## src/rtl/muon_core_n.sv

```systemverilog
// -----------------------------------------------------------------------------
// muon_core_n
// Front-end core for the muon-lifetime counter. It debounces N_CH raw
// detector/button inputs and counts the rising edge of each debounced channel.
// It also counts coincidences over a selectable set of channels. A single-shot
// TDC measures the number of clock cycles between a start-channel edge and a
// stop-channel edge.
//
// Build option:
//   MUON_COUNT_SAT_EN  defined   -> hit, coincidence and timeout counters
//                                   saturate at all-ones
//                      undefined -> those counters wrap to zero
//   The TDC interval timer always stops at its timeout and is not affected
//   by this option.
//
// Ports:
//   clk           system clock
//   rst           asynchronous reset, active high
//   ch_in         raw asynchronous channel inputs
//   coinc_mask    channels that must all be high for a coincidence
//   clear         synchronous clear of all counters and the TDC state
//   level         debounced channel levels
//   counts        hit counters; channel i is at [i*CNT_W +: CNT_W]
//   coinc_count   coincidence counter
//   tdc_value     last measured interval, in cycles
//   tdc_valid     one-cycle pulse when tdc_value updates
//   tdc_busy      high while a measurement is running
//   tdc_timeouts  number of measurements that ended without a stop
//
// TDC states:
//   state   | meaning
//   ST_IDLE | waiting for a start-channel rising edge
//   ST_RUN  | timer running, waiting for a stop edge or a timeout
// -----------------------------------------------------------------------------
module muon_core_n #(
    parameter int N_CH            = 3,
    parameter int DEBOUNCE_CYCLES = 1000000,
    parameter int CNT_W           = 16,
    parameter int TDC_W           = 16,
    parameter int TDC_START_CH    = 0,
    parameter int TDC_STOP_CH     = 1
) (
    input  logic                  clk,
    input  logic                  rst,
    input  logic [N_CH-1:0]       ch_in,
    input  logic [N_CH-1:0]       coinc_mask,
    input  logic                  clear,
    output logic [N_CH-1:0]       level,
    output logic [N_CH*CNT_W-1:0] counts,
    output logic [CNT_W-1:0]      coinc_count,
    output logic [TDC_W-1:0]      tdc_value,
    output logic                  tdc_valid,
    output logic                  tdc_busy,
    output logic [TDC_W-1:0]      tdc_timeouts
);

    localparam int              DB_W    = $clog2(DEBOUNCE_CYCLES);
    localparam logic [DB_W-1:0] DB_LAST = DB_W'(DEBOUNCE_CYCLES - 1);

    typedef enum logic {ST_IDLE, ST_RUN} tdc_state_t;

    logic [N_CH-1:0]  sync_q1;
    logic [N_CH-1:0]  sync_q2;
    logic [DB_W-1:0]  db_cnt [N_CH];
    logic [N_CH-1:0]  level_prev;
    logic [N_CH-1:0]  rise;
    logic [CNT_W-1:0] hit_cnt [N_CH];
    logic             all_hit;
    logic             all_hit_prev;
    tdc_state_t       tdc_state;
    logic [TDC_W-1:0] tdc_timer;

    function automatic logic [CNT_W-1:0] cnt_inc(input logic [CNT_W-1:0] v);
`ifdef MUON_COUNT_SAT_EN
        cnt_inc = (&v) ? v : v + CNT_W'(1);
`else
        cnt_inc = v + CNT_W'(1);
`endif
    endfunction

    function automatic logic [TDC_W-1:0] tmo_inc(input logic [TDC_W-1:0] v);
`ifdef MUON_COUNT_SAT_EN
        tmo_inc = (&v) ? v : v + TDC_W'(1);
`else
        tmo_inc = v + TDC_W'(1);
`endif
    endfunction

    // Synchroniser and debounce. A new level must persist for DEBOUNCE_CYCLES
    // consecutive synchronised samples; any return to the current level
    // restarts the count.
    always_ff @(posedge clk or posedge rst) begin
        if (rst) begin
            sync_q1    <= '0;
            sync_q2    <= '0;
            level      <= '0;
            level_prev <= '0;
            for (int i = 0; i < N_CH; i++) begin
                db_cnt[i] <= '0;
            end
        end else begin
            sync_q1    <= ch_in;
            sync_q2    <= sync_q1;
            level_prev <= level;
            for (int i = 0; i < N_CH; i++) begin
                if (sync_q2[i] == level[i]) begin
                    db_cnt[i] <= '0;
                end else if (db_cnt[i] == DB_LAST) begin
                    level[i]  <= sync_q2[i];
                    db_cnt[i] <= '0;
                end else begin
                    db_cnt[i] <= db_cnt[i] + DB_W'(1);
                end
            end
        end
    end

    assign rise = level & ~level_prev;

    // An empty mask must never produce a coincidence, so the reduction is
    // qualified by the mask being non-zero.
    assign all_hit = (|coinc_mask) & (&(level | ~coinc_mask));

    always_ff @(posedge clk or posedge rst) begin
        if (rst) begin
            all_hit_prev <= 1'b0;
            coinc_count  <= '0;
            for (int i = 0; i < N_CH; i++) begin
                hit_cnt[i] <= '0;
            end
        end else begin
            // Edge history keeps tracking through a clear so that a level
            // that was already high does not count once the clear is released.
            all_hit_prev <= all_hit;
            if (clear) begin
                coinc_count <= '0;
                for (int i = 0; i < N_CH; i++) begin
                    hit_cnt[i] <= '0;
                end
            end else begin
                if (all_hit && !all_hit_prev) begin
                    coinc_count <= cnt_inc(coinc_count);
                end
                for (int i = 0; i < N_CH; i++) begin
                    if (rise[i]) begin
                        hit_cnt[i] <= cnt_inc(hit_cnt[i]);
                    end
                end
            end
        end
    end

    for (genvar g = 0; g < N_CH; g++) begin : g_counts
        assign counts[g*CNT_W +: CNT_W] = hit_cnt[g];
    end

    // TDC. The timer starts at 1 in the cycle after the start edge, so the
    // value captured on the stop edge equals the distance between the two
    // rise pulses. A stop arriving as the timer reaches all-ones is still a
    // valid measurement.
    always_ff @(posedge clk or posedge rst) begin
        if (rst) begin
            tdc_state    <= ST_IDLE;
            tdc_timer    <= '0;
            tdc_value    <= '0;
            tdc_valid    <= 1'b0;
            tdc_busy     <= 1'b0;
            tdc_timeouts <= '0;
        end else if (clear) begin
            tdc_state    <= ST_IDLE;
            tdc_timer    <= '0;
            tdc_value    <= '0;
            tdc_valid    <= 1'b0;
            tdc_busy     <= 1'b0;
            tdc_timeouts <= '0;
        end else begin
            tdc_valid <= 1'b0;
            case (tdc_state)
                ST_IDLE: begin
                    if (rise[TDC_START_CH]) begin
                        tdc_timer <= TDC_W'(1);
                        tdc_state <= ST_RUN;
                        tdc_busy  <= 1'b1;
                    end
                end
                ST_RUN: begin
                    if (rise[TDC_STOP_CH]) begin
                        tdc_value <= tdc_timer;
                        tdc_valid <= 1'b1;
                        tdc_state <= ST_IDLE;
                        tdc_busy  <= 1'b0;
                    end else if (&tdc_timer) begin
                        tdc_timeouts <= tmo_inc(tdc_timeouts);
                        tdc_state    <= ST_IDLE;
                        tdc_busy     <= 1'b0;
                    end else begin
                        tdc_timer <= tdc_timer + TDC_W'(1);
                    end
                end
                default: begin
                    tdc_state <= ST_IDLE;
                    tdc_busy  <= 1'b0;
                end
            endcase
        end
    end

endmodule

```

## config.mk

```make
export PLATFORM = sky130hd
export DESIGN_NAME = muon_core_n
export DESIGN_NICKNAME = d
export VERILOG_FILES = /design/src/rtl/muon_core_n.sv
export SDC_FILE = /design/constraint.sdc
export NUM_CORES = 1
export LEC_CHECK = 0
export CAP_MARGIN = 15
export CORE_AREA = 2 2 127 129
export DETAILED_ROUTE_END_ITERATION = 12
export DIE_AREA = 0 0 129 131
export PLACE_DENSITY = 0.85
export SLEW_MARGIN = 30
export SYNTH_ARGS = -nofsm -noshare
export SYNTH_HDL_FRONTEND = slang
export SYNTH_SLANG_ARGS = --single-unit
```

## constraint.sdc

```tcl
create_clock -name clk -period 15.4 [get_ports clk]
set_input_delay 2.31 -clock clk [delete_from_list [all_inputs] [get_ports clk]]
set_output_delay 2.31 -clock clk [all_outputs]
set_load 0.01 [all_outputs]
```

==> results by group, run 1 <==
Setup path
  – Crit. End Element: flop
  – FF-to-FF Start: tdc_timer[1]
  – CP max-delay cell: clkdlybuf4s50_1
  – Crit path launch type: primary input
  – R2R depth: 5
  – Crit path kind: primary input to flop
  – WP data required: 15.71 ns
  – CP Max Fanout: 17
  – Crit path from: coinc_mask[0]
  – Slowest Stage Delay on Critical Path: 0.48 ns
  – Reg2Reg Setup Slack: 12.49 ns
  – CP endpoint: coinc_count[15]
  – Critical path arrival: 4.34 ns
  – CP cell instances: clkdlybuf4s50_1, or3_1, nand4_1, buf_6, nor4_1, mux2_2
  – FF-to-FF End: tdc_timeouts[14]

Clock network
  – CTS hold repair buffers: 0
  – Clk root buf: clkbuf_16
  – Deepest clock path buffer count: 2
  – Post_cts resized: 0
  – Cts bufs inserted: 17
  – Worst-path clk slew: 0.06 ns
  – Setup Buffers After CTS: 0
  – Clock sink count: 188
  – CTS tree: yes
  – Insertion delay to the later sink of the worst-skew pair: 0.43 ns
  – H-tree depth: 4

Placed design
  – Dpl hpwl: 13,800 µm
  – Port buffer count: 109
  – Routability cong.: 0.894

Synth
  – Ys Warns: 0
  – Yosys top cell area share: 50.4%
  – EDFF count, synth: 0
  – Number of distinct library cells after synthesis: between 50 and 60
  – Synthesized flop and latch total: between 150 and 200
  – Ys async rst share: 100%
  – Synthesized Nets: ~970
  – Largest cells by area after synthesis: dfrtp_1, nor2_1, xor2_1
  – Yosys top cell by area: dfrtp_1
  – Synthesized area: 9330 µm²
  – Seq/Total Area, Yosys: roughly 50%
  – Syn avg cell area: 9.83 µm²
  – Cells after Synth: 949
  – Top_reg_cell synth: dfrtp_1

Routing
  – Wire per inst: between 15 and 20 µm
  – Final WL: ~21,000 µm
  – Routed via count: 7,759
  – DRT antenna net count: 0
  – Pre-antenna DRT Iters: 5
  – Initial DRC Count: about 710
  – Via density: around 6.1
  – DR DRC count: 0

STA
  – Final Critical Period: ~4.0 ns
  – Hold WS: 0.349 ns
  – RSZ-0062 raised after global routing: no
  – Post-Route Setup TNS: 0 ns
  – Max-slew violations: 0
  – Final setup viols: 0
  – Clk_skew: 0.00716 ns
  – Final hold violation count: 0
  – Fmax: 248 MHz
  – Rel. slew slack: 36.3%
  – Period utilization: 26.2%
  – Worst-Margin Slew: 0.948 ns

Final layout
  – Layout area overhead: 19.7%
  – Nets: 1,059
  – Fill cells: 1,148
  – Diode count: 0
  – Share of cells above drive strength 1: 6.74%
  – Post-layout util: a little under three quarters
  – Reg area: 4700 µm²
  – Multi-input logic area: between 4000 and 5000 µm²

GRT
  – All-layer global routing usage: 25.5%
  – Global-route wire length before repair: 34,600 µm
  – Vias in the first global route: between 7,000 and 8,000
  – Overflow after GRT: 0
  – Pin count of the biggest net entering global routing: 117
  – Initial antenna violation count: 0

Floorplan
  – Chip height: 131 µm
  – Row count: 46
  – DIE AREA: 16,900 µm²
  – DIE WIDTH: 129 µm
  – Top-level I/O count: 110
  – Initial Util: between 50% and 60%
  – Core box area: 15,600 µm²

Power and ir drop
  – Worst vdd ir: between 0.00006 and 0.00007 V
  – Pwr Density: 85.9 nW/µm²
  – Leakage Power: 0.00450 µW

Flow run
  – Reported max-cap violation count: 0

Worst hold path
  – Hold Crit Class: flop to flop

Run status
  – Status: finished clean
[worst min-delay path by stage]
stage | startpoint | endpoint | slack (ns) | cells after the start
floorplan | sync_q1[0] | sync_q2[0] | 0.33 | 0
global placement | sync_q1[0] | sync_q2[0] | 0.33 | 0
detailed placement | sync_q1[0] | sync_q2[0] | 0.33 | 0
CTS | sync_q1[1] | sync_q2[1] | 0.35 | 0
global route | sync_q1[2] | sync_q2[2] | 0.37 | 0
finish | sync_q1[1] | sync_q2[1] | 0.35 | 0
[synth_stat cells, drive strengths merged, types with 4 or more instances]
cell type / instances
a21oi: 57
a22o: 21
and2: 10
and3: 15
and4: 13
buf: 14
clkbuf: 28
dfrtp: 188
ha: 9
inv: 26
mux2: 21
nand2: 58
nand2b: 6
nand3: 50
nand4: 44
nor2: 100
nor2b: 21
nor3: 18
nor4: 25
nor4b: 4
o21ai: 30
o31ai: 26
or2: 4
or3: 27
or4: 33
xnor2: 31
xor2: 38
[cell type report]
type	instances	area share [%]
Clock buffer	20	4.09
Clock inverter	12	1.08
Sequential cell	188	42.1
Tap cell	216	2.42
Inverter	26	0.941
Multi-Input combinational cell	693	39.1
Timing Repair Buffer	115	10.2
[report_power, final]
group / total, µW / internal, µW / leakage [µW] / switching, µW
registers: 499 / 497 / 0.00261 / 2.83
clock network: 431 / 246 / 0.000289 / 185
logic: 29.1 / 7.05 / 0.00161 / 22.0
[placed cells by master, fill, tap and decap left out, types with 31 or more instances in the layout]
master | netlist | layout
a21oi_1 | 57 | 57
xor2_1 | 38 | 38
xnor2_1 | 31 | 31
clkdlybuf4s50_1 | 0 | 108
nor2_1 | 100 | 99
or4_1 | 33 | 33
nand4_1 | 43 | 43
nand2_1 | 58 | 58
nand3_1 | 50 | 50
dfrtp_1 | 188 | 188
[registers in the layout, summed over array words and instances, names as in the netlist, 3 cells and up]
name and count:
tdc_value 16, sync_q2 3, level 3, level_prev 3, coinc_count 16, tdc_timeouts 16
counts 48, db_cnt 60, tdc_timer 16, sync_q1 3
[layer usage]
layer | global-route usage (%) | part of all wire, % | routed length, µm | up-vias
met2 | 41.0 | 49 | 10200 | 277
li1 | - | - | - | 3658
met1 | 35.9 | 44 | 9310 | 3798
met5 | 0 | 0 | 0 | -
met4 | 8.89 | 1.6 | 345 | 0
met3 | 3.91 | 5.5 | 1160 | 26
[cell families after synthesis]
logic type / after synthesis / synth area share [%]
AO/OA/AOI/OAI: 149 / 10.3
AND/OR/NAND/NOR: 442 / 25.9
XOR/XNOR: 69 / 6.48
multiplexers: 24 / 2.86
adder cells (fa/ha/maj): 9 / 1.21
flip-flops: 188 / 50.4
buffers and inverters: 68 / 2.88
[through the flow]
stage / area (µm²) / power (µW) / cells / setup slack, ns
final: 11200 / 960 / 1270 / 11.37
after CTS: 11200 / 965 / 1269 / 11.39
after global routing: 11200 / 990 / 1270 / 11.25
after floorplan: 9330 / 528 / 949 / 7.98
after global placement: 10600 / 537 / 1236 / 10.66
after detailed placement: 10600 / 538 / 1237 / 10.94
[worst max-delay path: cells and delay by family]
family        cells  cell delay, ns
simple gates      3            0.84
buf+inv           2            0.82
mux               1            0.37
No activity file was read; power rests on OpenSTA's default activity.
==> inputs of run 2 (changes only) <==
CORE_AREA = 2 2 139 141   (was 2 2 127 129)
DIE_AREA = 0 0 141 143   (was 0 0 129 131)
PLACE_DENSITY = 0.76   (was 0.85)
clock period = 3.45 ns   (was 15.4 ns; I/O delays follow)
==> run 2 against run 1 <==
  * First-iteration DRC count is 2.5% lower
  * Cell area is 1.3% higher
  * Sequential power grew to 4.5 times the previous value
  * Count of clock-buffer cells in the layout is 1 lower
  * Clock skew is 0.0015 ns higher
  * Sequential share of layout area is 0.54 points lower
  * Global-route usage is 3.8 points lower
  * Critical endpoint is now tdc_timeouts[13]
==> results by group, run 2 (synthesized netlist as in run 1, its figures left out) <==
Run status
  – Status: finished clean (unchanged)

Clock network
  – CTS tree: yes (unchanged)
  – Cts bufs inserted: 17 (unchanged)
  – H-tree depth: 4 (unchanged)
  – Worst-path clk slew: 0.07 ns (was 0.06 ns)
  – Clk root buf: clkbuf_16 (unchanged)
  – Insertion delay to the later sink of the worst-skew pair: 0.43 ns (about the same)
  – Setup Buffers After CTS: 0 (unchanged)
  – Post_cts resized: 0 (unchanged)
  – Clock sink count: 188 (unchanged)
  – Deepest clock path buffer count: 2 (unchanged)
  – CTS hold repair buffers: 0 (unchanged)

STA
  – Clk_skew: 0.00867 ns (was 0.00716 ns)
  – Worst-Margin Slew: 1.00 ns (was 0.948 ns)
  – Post-Route Setup TNS: 0 ns (unchanged)
  – Final hold violation count: 0 (unchanged)
  – RSZ-0062 raised after global routing: no (unchanged)
  – Final Critical Period: 2.86 ns
  – Max-slew violations: 0 (unchanged)
  – Final setup viols: 0 (unchanged)
  – Period utilization: 82.8%
  – Fmax: 350 MHz
  – Worst setup margin: 0.595 ns (was 11.37 ns)
  – Rel. slew slack: 32.8% (was 36.3%)

Power and ir drop
  – Register share of total power: 48.9% (was 52.1%)
  – Comb power frac: 2.9% (was 3.0%)
  – Worst vdd ir: 0.000314 V (was 0.0000664 V)
  – Sw frac: 21.4% (was 21.8%)
  – Pwr Density: 403 nW/µm² (was 85.9 nW/µm²)
  – Leakage Power: 0.00454 µW (was 0.00450 µW)
  – Sw Pwr: 975 µW (was 210 µW)
  – Clock power share: 48.2% (was 44.9%)
  – Pint: 3580 µW (was 750 µW)
  – PnR Total Power: 4560 µW (was 960 µW)

GRT
  – Global-route wire length before repair: 35,600 µm (was 34,600 µm)
  – Overflow after GRT: 0 (unchanged)
  – Initial antenna violation count: 0 (unchanged)
  – Pin count of the biggest net entering global routing: 114 (was 117)
  – All-layer global routing usage: 21.7% (was 25.5%)
  – Vias in the first global route: 7,238 (was 7,197)

Placed design
  – Dpl cell area: 10,700 µm² (was 10,600 µm²)
  – Post-place setup slack: 0.648 ns (was 10.94 ns)
  – Dpl hpwl: 14,100 µm (was 13,800 µm)
  – Port buffer count: 109 (unchanged)
  – Placed cells: 1,261 (was 1,237)
  – Routability cong.: 0.840 (was 0.894)

Final layout
  – Nets: 1,064 (was 1,059)
  – Design area: 11,300 µm² (was 11,200 µm²)
  – Commonest non-fill, non-tap cell in the layout: dfrtp_1 (unchanged)
  – Layout Cells excl Fill: 1,293 (was 1,270)
  – Largest register FFs: 60 (unchanged)
  – Commonest non-fill, non-tap cells in the layout: dfrtp_1, clkdlybuf4s50_1, nor2_1 (unchanged)
  – Diode count: 0 (unchanged)
  – Share of cells above drive strength 1: 7.18% (was 6.74%)
  – Layout area overhead: 21.3% (was 19.7%)
  – Top reg by flops: db_cnt (unchanged)

Setup path
  – CP Max Fanout: 25 (was 17)
  – Crit path kind: flop to flop (was primary input to flop)
  – FF-to-FF Start: tdc_timer[1] (unchanged)
  – WP data required: 3.76 ns (was 15.71 ns)
  – Crit path from: tdc_timer[1] (was coinc_mask[0])
  – Crit path launch type: flop (was primary input)
  – Critical path arrival: 3.17 ns (was 4.34 ns)
  – Crit. End Element: flop (unchanged)

Routing
  – Pre-antenna DRT Iters: 5 (unchanged)
  – Routed via count: 7,641 (was 7,759)
  – Via density: 5.91 (was 6.11)
  – DR DRC count: 0 (unchanged)
  – Initial DRC Count: 694 (was 712)
  – DRT antenna net count: 0 (unchanged)
  – Wire per inst: 16.2 µm (was 16.6 µm)
  – Final WL: 21,000 µm (about the same)

Worst hold path
  – Hold Crit Class: flop to flop (unchanged)
  – Hold_sp: sync_q1[1] (unchanged)

Flow run
  – Reported max-cap violation count: 0 (unchanged)

Floorplan
  – Core box area: 18,600 µm² (was 15,600 µm²)
  – Top-level I/O count: 110 (unchanged)
  – Row count: 50 (was 46)
  – Chip height: 143 µm (was 131 µm)
  – DIE WIDTH: 141 µm (was 129 µm)
  – Initial Util: 50.2% (was 59.8%)
  – DIE AREA: 20,200 µm² (was 16,900 µm²)
run 2: cell types whose count changed in the layout (fill, tap and decap cells not counted), sizes merged:
| cell | previous run | this run |
|---|---|---|
| inv | 27 | 26 |
| clkinv | 8 | 5 |
| bufinv | 2 | 5 |
| buf | 7 | 12 |
| clkbuf | 20 | 19 |
| clkinvlp | 1 | 3 |
run 2: critical path, cell delays in order, from the launching register on:
cell and delay, ns:
dfrtp_1 0.43, ha_1 0.20, nand3_1 0.29, or4_1 0.97, nor4_1 0.46, mux2_2 0.38
run 2: path summary, 6_finish.rpt:
kind	slack, ns	cells after the start	end
worst max-delay path	0.59	5	tdc_timeouts[13]
worst min-delay path	0.35	0	sync_q2[1]
worst max register to register	0.59	5	tdc_timeouts[13]
worst min register to register	0.35	0	sync_q2[1]
max in group asynchronous	2.34	3	tdc_timer[0]
min in group asynchronous	0.56	3	counts[43]
run 2: layout make-up:
| cell class | instances | area, µm² |
|---|---|---|
| Tap cell | 234 | 293 |
| Clock inverter | 13 | 214 |
| Inverter | 26 | 101 |
| Fill cell | 1527 | 7260 |
| Multi-Input combinational cell | 693 | 4360 |
| Sequential cell | 188 | 4700 |
| Clock buffer | 19 | 453 |
| Timing Repair Buffer | 120 | 1200 |
run 2: power groups by stage:
| stage | combinational [µW] | clock [µW] | sequential, µW |
|---|---|---|---|
| 2_1_floorplan | 90.9 | 0 | 2270 |
| 4_1_cts | 138 | 2230 | 2230 |
| 5_1_grt | 154 | 2320 | 2230 |
| 6_report | 133 | 2200 | 2230 |
| 3_5_place_dp | 137 | 0 | 2270 |
| 3_3_place_gp | 136 | 0 | 2270 |
run 2: layer usage:
metal | wire length [µm] | global-route usage [%]
met1 | 9810 | 30.5
met4 | 205 | 5.84
met3 | 836 | 3.92
met5 | 0 | 0
met2 | 10100 | 35.0
run 2: per-stage QoR:
step / hold WS, ns / util [%]
after floorplan: 0.331 / -
after global placement: 0.333 / 57.3
after detailed placement: 0.335 / 57.3
after CTS: 0.351 / 60.9
after global routing: 0.365 / 60.9
final: 0.348 / 60.9
==> inputs of run 3 (changes only) <==
clock period = 2.3 ns   (was 3.45 ns; I/O delays follow)
==> run 3 against run 2 <==
  * Wire length grew 2.7%
  * Via count grew 1.8%
  * Flip-flop and latch count unchanged
  * Combinational power is 62% higher
  * Clock skew hardly changed
  * Critical path depth is 1 higher
  * Cell area rose by 1.7%
  * Register-to-register slack worse by 0.55 ns
  * Critical path type unchanged
  * Largest cell class unchanged
  * Highest routed layer unchanged
==> results by group, run 3 (synthesized netlist as in run 1, its figures left out) <==
Run status
  – Status: finished clean (unchanged)

Floorplan
  – Chip height: 143 µm (unchanged)
  – Initial Util: 50.2% (unchanged)
  – Core box area: 18,600 µm² (unchanged)
  – Row count: 50 (unchanged)
  – DIE WIDTH: 141 µm (unchanged)
  – Top-level I/O count: 110 (unchanged)
  – DIE AREA: 20,200 µm² (unchanged)

Final layout
  – Commonest non-fill, non-tap cell in the layout: dfrtp_1 (unchanged)
  – Diode count: 0 (unchanged)
  – Nets: 1,098 (was 1,064)
  – Top reg by flops: db_cnt (unchanged)
  – Commonest non-fill, non-tap cells in the layout: dfrtp_1, clkdlybuf4s50_1, nor2_1 (unchanged)
  – Layout area overhead: 23.4% (was 21.3%)
  – Share of cells above drive strength 1: 9.79% (was 7.18%)
  – Design area: 11,500 µm² (was 11,300 µm²)
  – Largest register FFs: 60 (unchanged)

STA
  – Fmax: 443 MHz (was 350 MHz)
  – Max-slew violations: 0 (unchanged)
  – Final hold violation count: 0 (unchanged)
  – Post-Route Setup TNS: 0 ns (unchanged)
  – Worst-Margin Slew: 0.870 ns (was 1.00 ns)
  – Final Critical Period: 2.26 ns (was 2.86 ns)
  – Final setup viols: 0 (unchanged)
  – Clk_skew: 0.00878 ns (was 0.00867 ns)
  – Rel. slew slack: 41.5% (was 32.8%)
  – RSZ-0062 raised after global routing: yes (was no)
  – Worst setup margin: 0.0402 ns (was 0.595 ns)
  – Period utilization: 98.3% (was 82.8%)

Clock network
  – Insertion delay to the later sink of the worst-skew pair: 0.43 ns (about the same)
  – Clk root buf: clkbuf_16 (unchanged)
  – H-tree depth: 4 (unchanged)
  – Worst-path clk slew: 0.07 ns (about the same)
  – Cts bufs inserted: 17 (unchanged)
  – CTS tree: yes (unchanged)
  – Deepest clock path buffer count: 2 (unchanged)
  – Clock sink count: 188 (unchanged)
  – CTS hold repair buffers: 0 (unchanged)

Power and ir drop
  – Worst vdd ir: 0.000485 V (was 0.000314 V)
  – PnR Total Power: 6360 µW (was 4560 µW)
  – Pwr Density: 552 nW/µm² (was 403 nW/µm²)
  – Leakage Power: 0.00468 µW (was 0.00454 µW)

Setup path
  – Critical path arrival: 2.57 ns (was 3.17 ns)
  – Cell family with most CP delay: simple AND/OR/NAND/NOR gates (unchanged)
  – WP data required: 2.61 ns (was 3.76 ns)
  – FF-to-FF Start: tdc_timer[0] (was tdc_timer[1])
  – Slowest Stage Delay on Critical Path: 0.55 ns (was 0.97 ns)
  – Crit path kind: flop to flop (unchanged)
  – Crit path from: tdc_timer[0] (was tdc_timer[1])
  – CP Buf/Inv Count: 1 (was 0)
  – Crit. End Element: flop (unchanged)
  – Crit path launch type: flop (unchanged)
  – CP Max Fanout: 25 (unchanged)
  – CP max-delay cell: or4_1 (unchanged)
  – Reg2Reg Setup Slack: 0.04 ns (was 0.59 ns)
  – CP cell instances: ha_1, nand3_1, or4_1, buf_4, nor4_1, mux2_2 (was ha_1, nand3_1, or4_1, nor4_1, mux2_2)

GRT
  – Global-route wire length before repair: 36,300 µm (was 35,600 µm)
  – All-layer global routing usage: 22.2% (was 21.7%)
  – Initial antenna violation count: 0 (unchanged)
  – Overflow after GRT: 0 (unchanged)
  – Pin count of the biggest net entering global routing: 87 (was 114)
  – Vias in the first global route: 7,282 (was 7,238)

Routing
  – Routed via count: 7,776 (was 7,641)
  – Pre-antenna DRT Iters: 5 (unchanged)
  – Wire per inst: 16.3 µm (was 16.2 µm)
  – Final WL: 21,600 µm (was 21,000 µm)
  – DR DRC count: 0 (unchanged)
  – Initial DRC Count: 463 (was 694)
  – Via density: 5.86 (was 5.91)
  – DRT antenna net count: 0 (unchanged)

Placed design
  – Dpl cell area: 10,900 µm² (was 10,700 µm²)
  – Routability cong.: 0.883 (was 0.840)
  – Dpl hpwl: 14,800 µm (was 14,100 µm)
  – Port buffer count: 109 (unchanged)
  – Post-place setup slack: 0.0837 ns (was 0.648 ns)

Worst hold path
  – Hold Crit Class: primary input to asynchronous set/reset pin (was flop to flop)

Flow run
  – Reported max-cap violation count: 0 (unchanged)
## run 3: what timing repair did
action | in CTS | in global routing
endpoints found under the hold margin | 0 | 0
gates resized for setup | 0 | 2
buffers inserted | 0 | 0
setup endpoints to repair | 0 | 3
## run 3: cell type report
type | count | area [µm²]
clock buffers | 26 | 499
clock inverters | 6 | 60.1
fillers | 1524 | 7070
inverters | 26 | 101
multi-input cells | 693 | 4370
flip-flops and latches | 188 | 4700
well taps | 234 | 293
repair buffers | 154 | 1490
## run 3: power breakdown
part           switching (µW)  internal, µW  leakage (µW)  total [µW]
clock                    1190          1600      0.000270        2800
sequential               19.8          3330       0.00261        3350
combinational             151          63.5       0.00180         215
## run 3: layer usage
layer | share of wire (%) | wire, µm | track usage (%) | up-vias
met1 | 46 | 10000 | 30.7 | 3786
met3 | 4.4 | 957 | 3.72 | 32
met4 | 1.6 | 335 | 6.58 | 0
met5 | 0 | 0 | 0 | -
met2 | 48 | 10300 | 36.1 | 228
li1 | - | - | - | 3730
## run 3: final timing paths
check                                   end  cells after the start
min reg2reg                      sync_q2[1]                      0
min                              db_cnt[24]                      2
max reg2reg                tdc_timeouts[13]                      6
min in group clk                 counts[39]                      2
max in group asynchronous         counts[2]                      3
max                        tdc_timeouts[13]                      6
## run 3: per-stage QoR
stage	std cells	utilization, %	hold WS [ns]
floorplan	949	-	0.331
global placement	1295	58.9	0.335
detailed placement	1295	58.9	0.336
CTS	1327	61.9	0.188
global route	1327	62.0	0.203
finish	1327	62.0	0.204
